[src/rtl/pmic_adc_pkg.sv]
// Shared types and constants for the PMIC output-voltage ADC sequencer.
// Latency: n/a (declarations only).
// Backpressure: n/a.
package pmic_adc_pkg;

    // Width of the external parallel ADC result.
    localparam int ADC_W = 8;

    // Default build-time timing values (all counts in core clock cycles).
    localparam int DEF_SAMPLE_PERIOD = 256;
    localparam int DEF_CONV_W        = 2;
    localparam int DEF_RD_SETUP      = 3;
    localparam int DEF_BUSY_TIMEOUT  = 128;

    // Width of the per-state dwell counter; covers every legal dwell bound.
    localparam int SEQ_CNT_W = 16;

    // Conversion sequencer states.
    typedef enum logic [2:0] {
        IDLE,
        CONV,
        WAIT_HI,
        WAIT_LO,
        READ
    } adc_state_t;

endpackage

[src/rtl/adc_period_timer.sv]
// Free-running sample-period counter that emits a tick on its last count.
// Latency: tick is combinational from the count register (count == PERIOD-1).
// Backpressure: none; tick is a pulse and is never held or queued.
module adc_period_timer
    import pmic_adc_pkg::*;
#(
    parameter int SAMPLE_PERIOD = DEF_SAMPLE_PERIOD
)
(
    input  logic clk,
    input  logic rst_n,
    input  logic i_enable,
    output logic o_tick
);

    localparam int                CNT_W    = $clog2(SAMPLE_PERIOD);
    localparam logic [CNT_W-1:0]  CNT_LAST = CNT_W'(SAMPLE_PERIOD - 1);

    logic [CNT_W-1:0] r_cnt;

    // Count 0..PERIOD-1 while enabled; parked at zero while disabled.
    always_ff @(posedge clk or negedge rst_n) begin
        if (!rst_n) begin
            r_cnt <= '0;
        end else if (!i_enable) begin
            r_cnt <= '0;
        end else if (r_cnt == CNT_LAST) begin
            r_cnt <= '0;
        end else begin
            r_cnt <= r_cnt + 1'b1;
        end
    end

    assign o_tick = (r_cnt == CNT_LAST);

endmodule

[src/rtl/adc_sample_ctrl.sv]
// Sequences an 8-bit parallel ADC: periodic start, busy tracking, CS/read, sample strobe.
// Latency: tick -> sample_valid = CONV_W + busy round trip through the 2-flop sync + RD_SETUP + 1.
// Backpressure: none; ticks arriving mid-sequence are dropped and flagged via sticky overrun.
// Build option: define ADC_AVG_EN to output a 4-sample running average instead of the raw sample.
module adc_sample_ctrl
    import pmic_adc_pkg::*;
#(
    parameter int SAMPLE_PERIOD = DEF_SAMPLE_PERIOD,
    parameter int CONV_W        = DEF_CONV_W,
    parameter int RD_SETUP      = DEF_RD_SETUP,
    parameter int BUSY_TIMEOUT  = DEF_BUSY_TIMEOUT
)
(
    input  logic             clk,
    input  logic             rst_n,
    input  logic             enable,
    input  logic             busy,
    input  logic [ADC_W-1:0] adc_data,
    output logic             conv_start,
    output logic             rd_cs_n,
    output logic [ADC_W-1:0] sample,
    output logic             sample_valid,
    output logic             timeout_err,
    output logic             overrun
);

    localparam logic [SEQ_CNT_W-1:0] CONV_LAST = SEQ_CNT_W'(CONV_W - 1);
    localparam logic [SEQ_CNT_W-1:0] RD_LAST   = SEQ_CNT_W'(RD_SETUP - 1);
    localparam logic [SEQ_CNT_W-1:0] TO_LAST   = SEQ_CNT_W'(BUSY_TIMEOUT - 1);

    adc_state_t           r_state;
    adc_state_t           w_state_nxt;
    logic [SEQ_CNT_W-1:0] r_seq_cnt;
    logic                 r_busy_meta;
    logic                 r_busy_s;
    logic                 w_tick;
    logic                 w_capture;
    logic                 w_timeout;
    logic                 w_conv_start;
    logic                 w_rd_cs_n;
    logic [ADC_W-1:0]     w_sample_nxt;
    logic [ADC_W-1:0]     r_sample;
    logic                 r_sample_valid;
    logic                 r_timeout_err;
    logic                 r_overrun;

    adc_period_timer #(
        .SAMPLE_PERIOD (SAMPLE_PERIOD)
    ) u_period_timer (
        .clk      (clk),
        .rst_n    (rst_n),
        .i_enable (enable),
        .o_tick   (w_tick)
    );

    // Two-flop synchroniser for the asynchronous ADC busy line.
    always_ff @(posedge clk or negedge rst_n) begin
        if (!rst_n) begin
            r_busy_meta <= 1'b0;
            r_busy_s    <= 1'b0;
        end else begin
            r_busy_meta <= busy;
            r_busy_s    <= r_busy_meta;
        end
    end

    // Sequencer state register.
    always_ff @(posedge clk or negedge rst_n) begin
        if (!rst_n) begin
            r_state <= IDLE;
        end else begin
            r_state <= w_state_nxt;
        end
    end

    // Next-state and per-state control decode; strobes are registered below.
    always_comb begin
        w_state_nxt  = r_state;
        w_capture    = 1'b0;
        w_timeout    = 1'b0;
        w_conv_start = 1'b0;
        w_rd_cs_n    = 1'b1;
        case (r_state)
            IDLE: begin
                if (w_tick && enable) begin
                    w_state_nxt = CONV;
                end
            end
            CONV: begin
                w_conv_start = 1'b1;
                if (r_seq_cnt == CONV_LAST) begin
                    w_state_nxt = WAIT_HI;
                end
            end
            WAIT_HI: begin
                if (r_busy_s) begin
                    w_state_nxt = WAIT_LO;
                end else if (r_seq_cnt == TO_LAST) begin
                    w_timeout   = 1'b1;
                    w_state_nxt = IDLE;
                end
            end
            WAIT_LO: begin
                if (!r_busy_s) begin
                    w_state_nxt = READ;
                end else if (r_seq_cnt == TO_LAST) begin
                    w_timeout   = 1'b1;
                    w_state_nxt = IDLE;
                end
            end
            READ: begin
                w_rd_cs_n = 1'b0;
                if (r_seq_cnt == RD_LAST) begin
                    w_capture   = 1'b1;
                    w_state_nxt = IDLE;
                end
            end
            default: begin
                w_state_nxt = IDLE;
            end
        endcase
    end

    // Dwell counter: restarts on every state change, saturates rather than wrapping.
    always_ff @(posedge clk or negedge rst_n) begin
        if (!rst_n) begin
            r_seq_cnt <= '0;
        end else if (w_state_nxt != r_state) begin
            r_seq_cnt <= '0;
        end else if (r_seq_cnt != '1) begin
            r_seq_cnt <= r_seq_cnt + 1'b1;
        end
    end

`ifdef ADC_AVG_EN
    // Three previous raw samples; together with the incoming word they form the 4-deep window.
    logic [2:0][ADC_W-1:0] r_hist;
    logic [ADC_W+1:0]      w_sum;

    assign w_sum = {2'b00, adc_data} + {2'b00, r_hist[0]}
                 + {2'b00, r_hist[1]} + {2'b00, r_hist[2]};
    assign w_sample_nxt = w_sum[ADC_W+1:2];

    // Shift the raw sample into the history only on a completed read.
    always_ff @(posedge clk or negedge rst_n) begin
        if (!rst_n) begin
            r_hist <= '0;
        end else if (w_capture) begin
            r_hist <= {r_hist[1:0], adc_data};
        end
    end
`else
    assign w_sample_nxt = adc_data;
`endif

    // Output sample and strobes; overrun latches any tick seen outside IDLE.
    always_ff @(posedge clk or negedge rst_n) begin
        if (!rst_n) begin
            r_sample       <= '0;
            r_sample_valid <= 1'b0;
            r_timeout_err  <= 1'b0;
            r_overrun      <= 1'b0;
        end else begin
            if (w_capture) begin
                r_sample <= w_sample_nxt;
            end
            r_sample_valid <= w_capture;
            r_timeout_err  <= w_timeout;
            if (w_tick && enable && (r_state != IDLE)) begin
                r_overrun <= 1'b1;
            end
        end
    end

    // conv_start and rd_cs_n decode straight from the state register so reset forces them at once.
    assign conv_start   = w_conv_start;
    assign rd_cs_n      = w_rd_cs_n;
    assign sample       = r_sample;
    assign sample_valid = r_sample_valid;
    assign timeout_err  = r_timeout_err;
    assign overrun      = r_overrun;

endmodule

[config.mk]
export PLATFORM = sky130hd
export DESIGN_NAME = adc_sample_ctrl
export DESIGN_NICKNAME = d
export VERILOG_FILES = /design/src/rtl/pmic_adc_pkg.sv /design/src/rtl/adc_period_timer.sv /design/src/rtl/adc_sample_ctrl.sv
export SDC_FILE = /design/constraint.sdc
export NUM_CORES = 1
export LEC_CHECK = 0
export ABC_AREA = 1
export CORE_MARGIN = 5
export CORE_UTILIZATION = 60
export DETAILED_ROUTE_END_ITERATION = 7
export PLACE_DENSITY = 0.82
export SLEW_MARGIN = 20
export SYNTH_ARGS = -nofsm -noshare
export SYNTH_HDL_FRONTEND = slang
export SYNTH_SLANG_ARGS = --single-unit
[constraint.sdc]
create_clock -name clk -period 4.32 [get_ports clk]
set_clock_uncertainty 0.05 [all_clocks]
set_input_delay 0.864 -clock clk [delete_from_list [all_inputs] [get_ports clk]]
set_output_delay 0.864 -clock clk [all_outputs]
set_load 0.1 [all_outputs]
==> metrics <==
Synth area leaders=dfrtp_1 46%, nor2_4 7.8%, nand2_1 6.4%, nor2_1 5.2%, mux2_2 4.7%; Initial Util=0.634; crit path DAT=between 2 and 2.5 ns; Synth top area share=0.462; die area=between 0.004 and 0.005 mm^2; Die Height=around 70 um; Top Metal Used=met4; Setup-failing EPs final=0; EDFF count, synth=0; Hold WC Path Type=reg -> reg; Post-Route WL=3920 um; Worst-Margin Slew=between 0.9 and 1 ns; PwrDens=approximately 540 mW/mm^2; Critical Path Source Type=register; global route total overflow=0; Initial DRC Count=between 90 and 100; layout cells sized above 1=0.190; clock period minus worst slack=roughly 3.2 ns; final setup TNS=0 ns; reg-to-reg slack, setup=2.37 ns; Clock Pin Slew Worst Setup and Hold Paths=0.12 ns; most frequent cell after synthesis=dfrtp_1; ys flop type=dfrtp_1; Avg Inst Size Synth=between 9 and 10 um^2; CP peak stage delay=between 1 and 1.5 ns; Nets=between 200 and 300; CTS Buf Count=5; Die X=70.1 um; Post-DP Area=approximately 0.0024 mm^2; post-detail-place hpwl=between 2000 and 3000 um; RSZ-0062 raised after global routing=no; fin area=between 0.002 and 0.0025 mm^2; # rows=21; sequential cell area=0.00100 mm^2; filler cell count=around 270; Critical Path End Type=output pin; root buf cell=clkbuf_4; DR WL/cell=between 10 and 15 um; leading cell types by count after synthesis=40 x dfrtp_1, 37 x nand2_1, 30 x nor2_1; RePlAce Congestion=between 0.8 and 0.9; Hold Buf Count CTS=0; Post-route DRC=0; R2R Path End=r_seq_cnt[4]; vias per cell=5.26; CP endpoint=conv_start; Rel. slew slack=0.334; Ant. Diodes=0; IO Pins=25; peak supply drop=between 0.5 and 0.6 mV; area leader, netlist=dfrtp_1; Worst R2R Path Depth=10; Worst Min Path Start=r_busy_meta; CP startpoint=r_state[0]; CTS tree=built; leak pwr=~0.0011 uW; Max Cap Viol=0; wl on met1=1750 um; initial antenna violation count=0; Mapped Area=0.00216 mm^2; CTS H-tree depth=2; post-route antenna net violation count=0; synth warn=0; Max Clk Rate=between 0.3 and 0.4 GHz; Synthesized Nets=251; post-CTS sizing=0; run status=finished clean; #FFs+latches synth=40; Via Count=1624; clock sinks=40; clock tree buffer depth=2; met3 WL post-DR=roughly 280 um; crit-path max FO=7; first-pass GRT wire length=7290 um; footprint of the multi-input gates=between 0.001 and 0.0015 mm^2; Tot GR Track Use=0.187; Tcrit/Tclk final=0.738; Critical Path Slowest Stage Cell=clkdlybuf4s50_1; r2r startpoint=r_seq_cnt[1]; IO buf count=24; Cells after Synth=around 240; Slew Viols, Final=0; share of the yosys chip area belonging to registers=0.462; CP cell instances=inv_2, nor3_2, clkdlybuf4s50_1; area growth from synthesis to layout=14.3%; largest net degree at the start of global routing=41; vias in the first global route=1621; crit path kind=reg -> out; met2 WL post-DR=1850 um; postcts setup bufs=0; WP data required=3.41 ns; count of final hold-check violations=0; Cell variety after synth=32; async set or reset register ratio after synthesis=1.00; Core ar.=0.00342 mm^2; DRT Pass-1 Iters=4; worst skew pair latency=0.36 ns
==> layout make-up <==
cell class,instances,share of cell area
Multi-Input combinational cell,165,0.411
Tap cell,46,0.0233
Clock buffer,6,0.0207
Timing Repair Buffer,24,0.0951
Sequential cell,40,0.405
Inverter,26,0.0395
Clock inverter,2,0.00607
==> sequential cells by signal, summed over array words and instances, names as in the netlist <==
| signal | count |
|---|---|
| r_seq_cnt | 16 |
| sample | 8 |
| u_period_timer.r_cnt | 8 |
| r_state | 3 |
| overrun | 1 |
| r_busy_meta | 1 |
| r_busy_s | 1 |
| sample_valid | 1 |
| timeout_err | 1 |
==> critical path, delay by kind of cell (launching register included) <==
kind	cells	cell delay (ns)
buffers and inverters	2	1.26
flip-flops	1	0.47
AND/OR/NAND/NOR	1	0.19
==> cell usage in the layout (no fill, tap or decap), types with 6 or more instances in the layout <==
cell / Yosys / routed
nor2_4: 15 / 15
o21ai_0: 8 / 8
nand2_1: 37 / 37
clkdlybuf4s50_1: 0 / 23
nand2_2: 7 / 7
nand3_1: 12 / 12
mux2_2: 9 / 9
nor2_1: 30 / 30
inv_1: 22 / 22
dfrtp_1: 40 / 40
nand4_1: 9 / 9
xor2_1: 6 / 6
==> metal layers <==
metal | GRT usage | up-vias
li1 | - | 816
met1 | 0.237 | 763
met5 | 0 | -
met2 | 0.289 | 41
met4 | 0.0574 | 0
met3 | 0.0803 | 4
==> cells by family (layout without fill, tap and decap cells) <==
| logic type | count (synthesis) | in the layout | share of synthesized area |
|---|---|---|---|
| DFF | 40 | 40 | 0.462 |
| xor gates and xnor gates | 7 | 7 | 0.0283 |
| buffers and inverters | 30 | 58 | 0.0682 |
| adders and majority gates | 4 | 4 | 0.0231 |
| muxes | 10 | 10 | 0.0514 |
| AOI/OAI and AO/OA | 19 | 19 | 0.0486 |
| and+or+nand+nor | 125 | 125 | 0.318 |
==> where the power goes <==
part | total (uW) | leakage (uW) | switching (uW) | internal [uW]
registers | 468 | 0.000539 | 41.3 | 427
logic | 666 | 0.000517 | 505 | 161
clock network | 206 | 0.0000305 | 127 | 79.0
==> worst min path at each step <==
stage / end / slack (ns) / cells past startpoint
after floorplan: r_busy_s / 0.28 / 0
after global placement: r_busy_s / 0.29 / 0
after detailed placement: r_busy_s / 0.30 / 0
after CTS: r_busy_s / 0.32 / 0
after global routing: r_busy_s / 0.35 / 0
final: r_busy_s / 0.32 / 0
==> stage by stage <==
| stage | total power (uW) | hold slack, ns | utilization | instances | setup WS [ns] |
|---|---|---|---|---|---|
| after CTS | 1360 | 0.323 | 0.724 | 309 | 1.11 |
| after detailed placement | 1150 | 0.295 | 0.705 | 301 | 1.53 |
| after global placement | 1130 | 0.290 | 0.705 | 301 | 1.55 |
| final | 1340 | 0.317 | 0.724 | 309 | 1.13 |
| after global routing | 1420 | 0.346 | 0.724 | 309 | 1.04 |
| after floorplan | 1040 | 0.281 | - | 235 | 1.61 |
No activity file was read; power rests on OpenSTA's default activity.
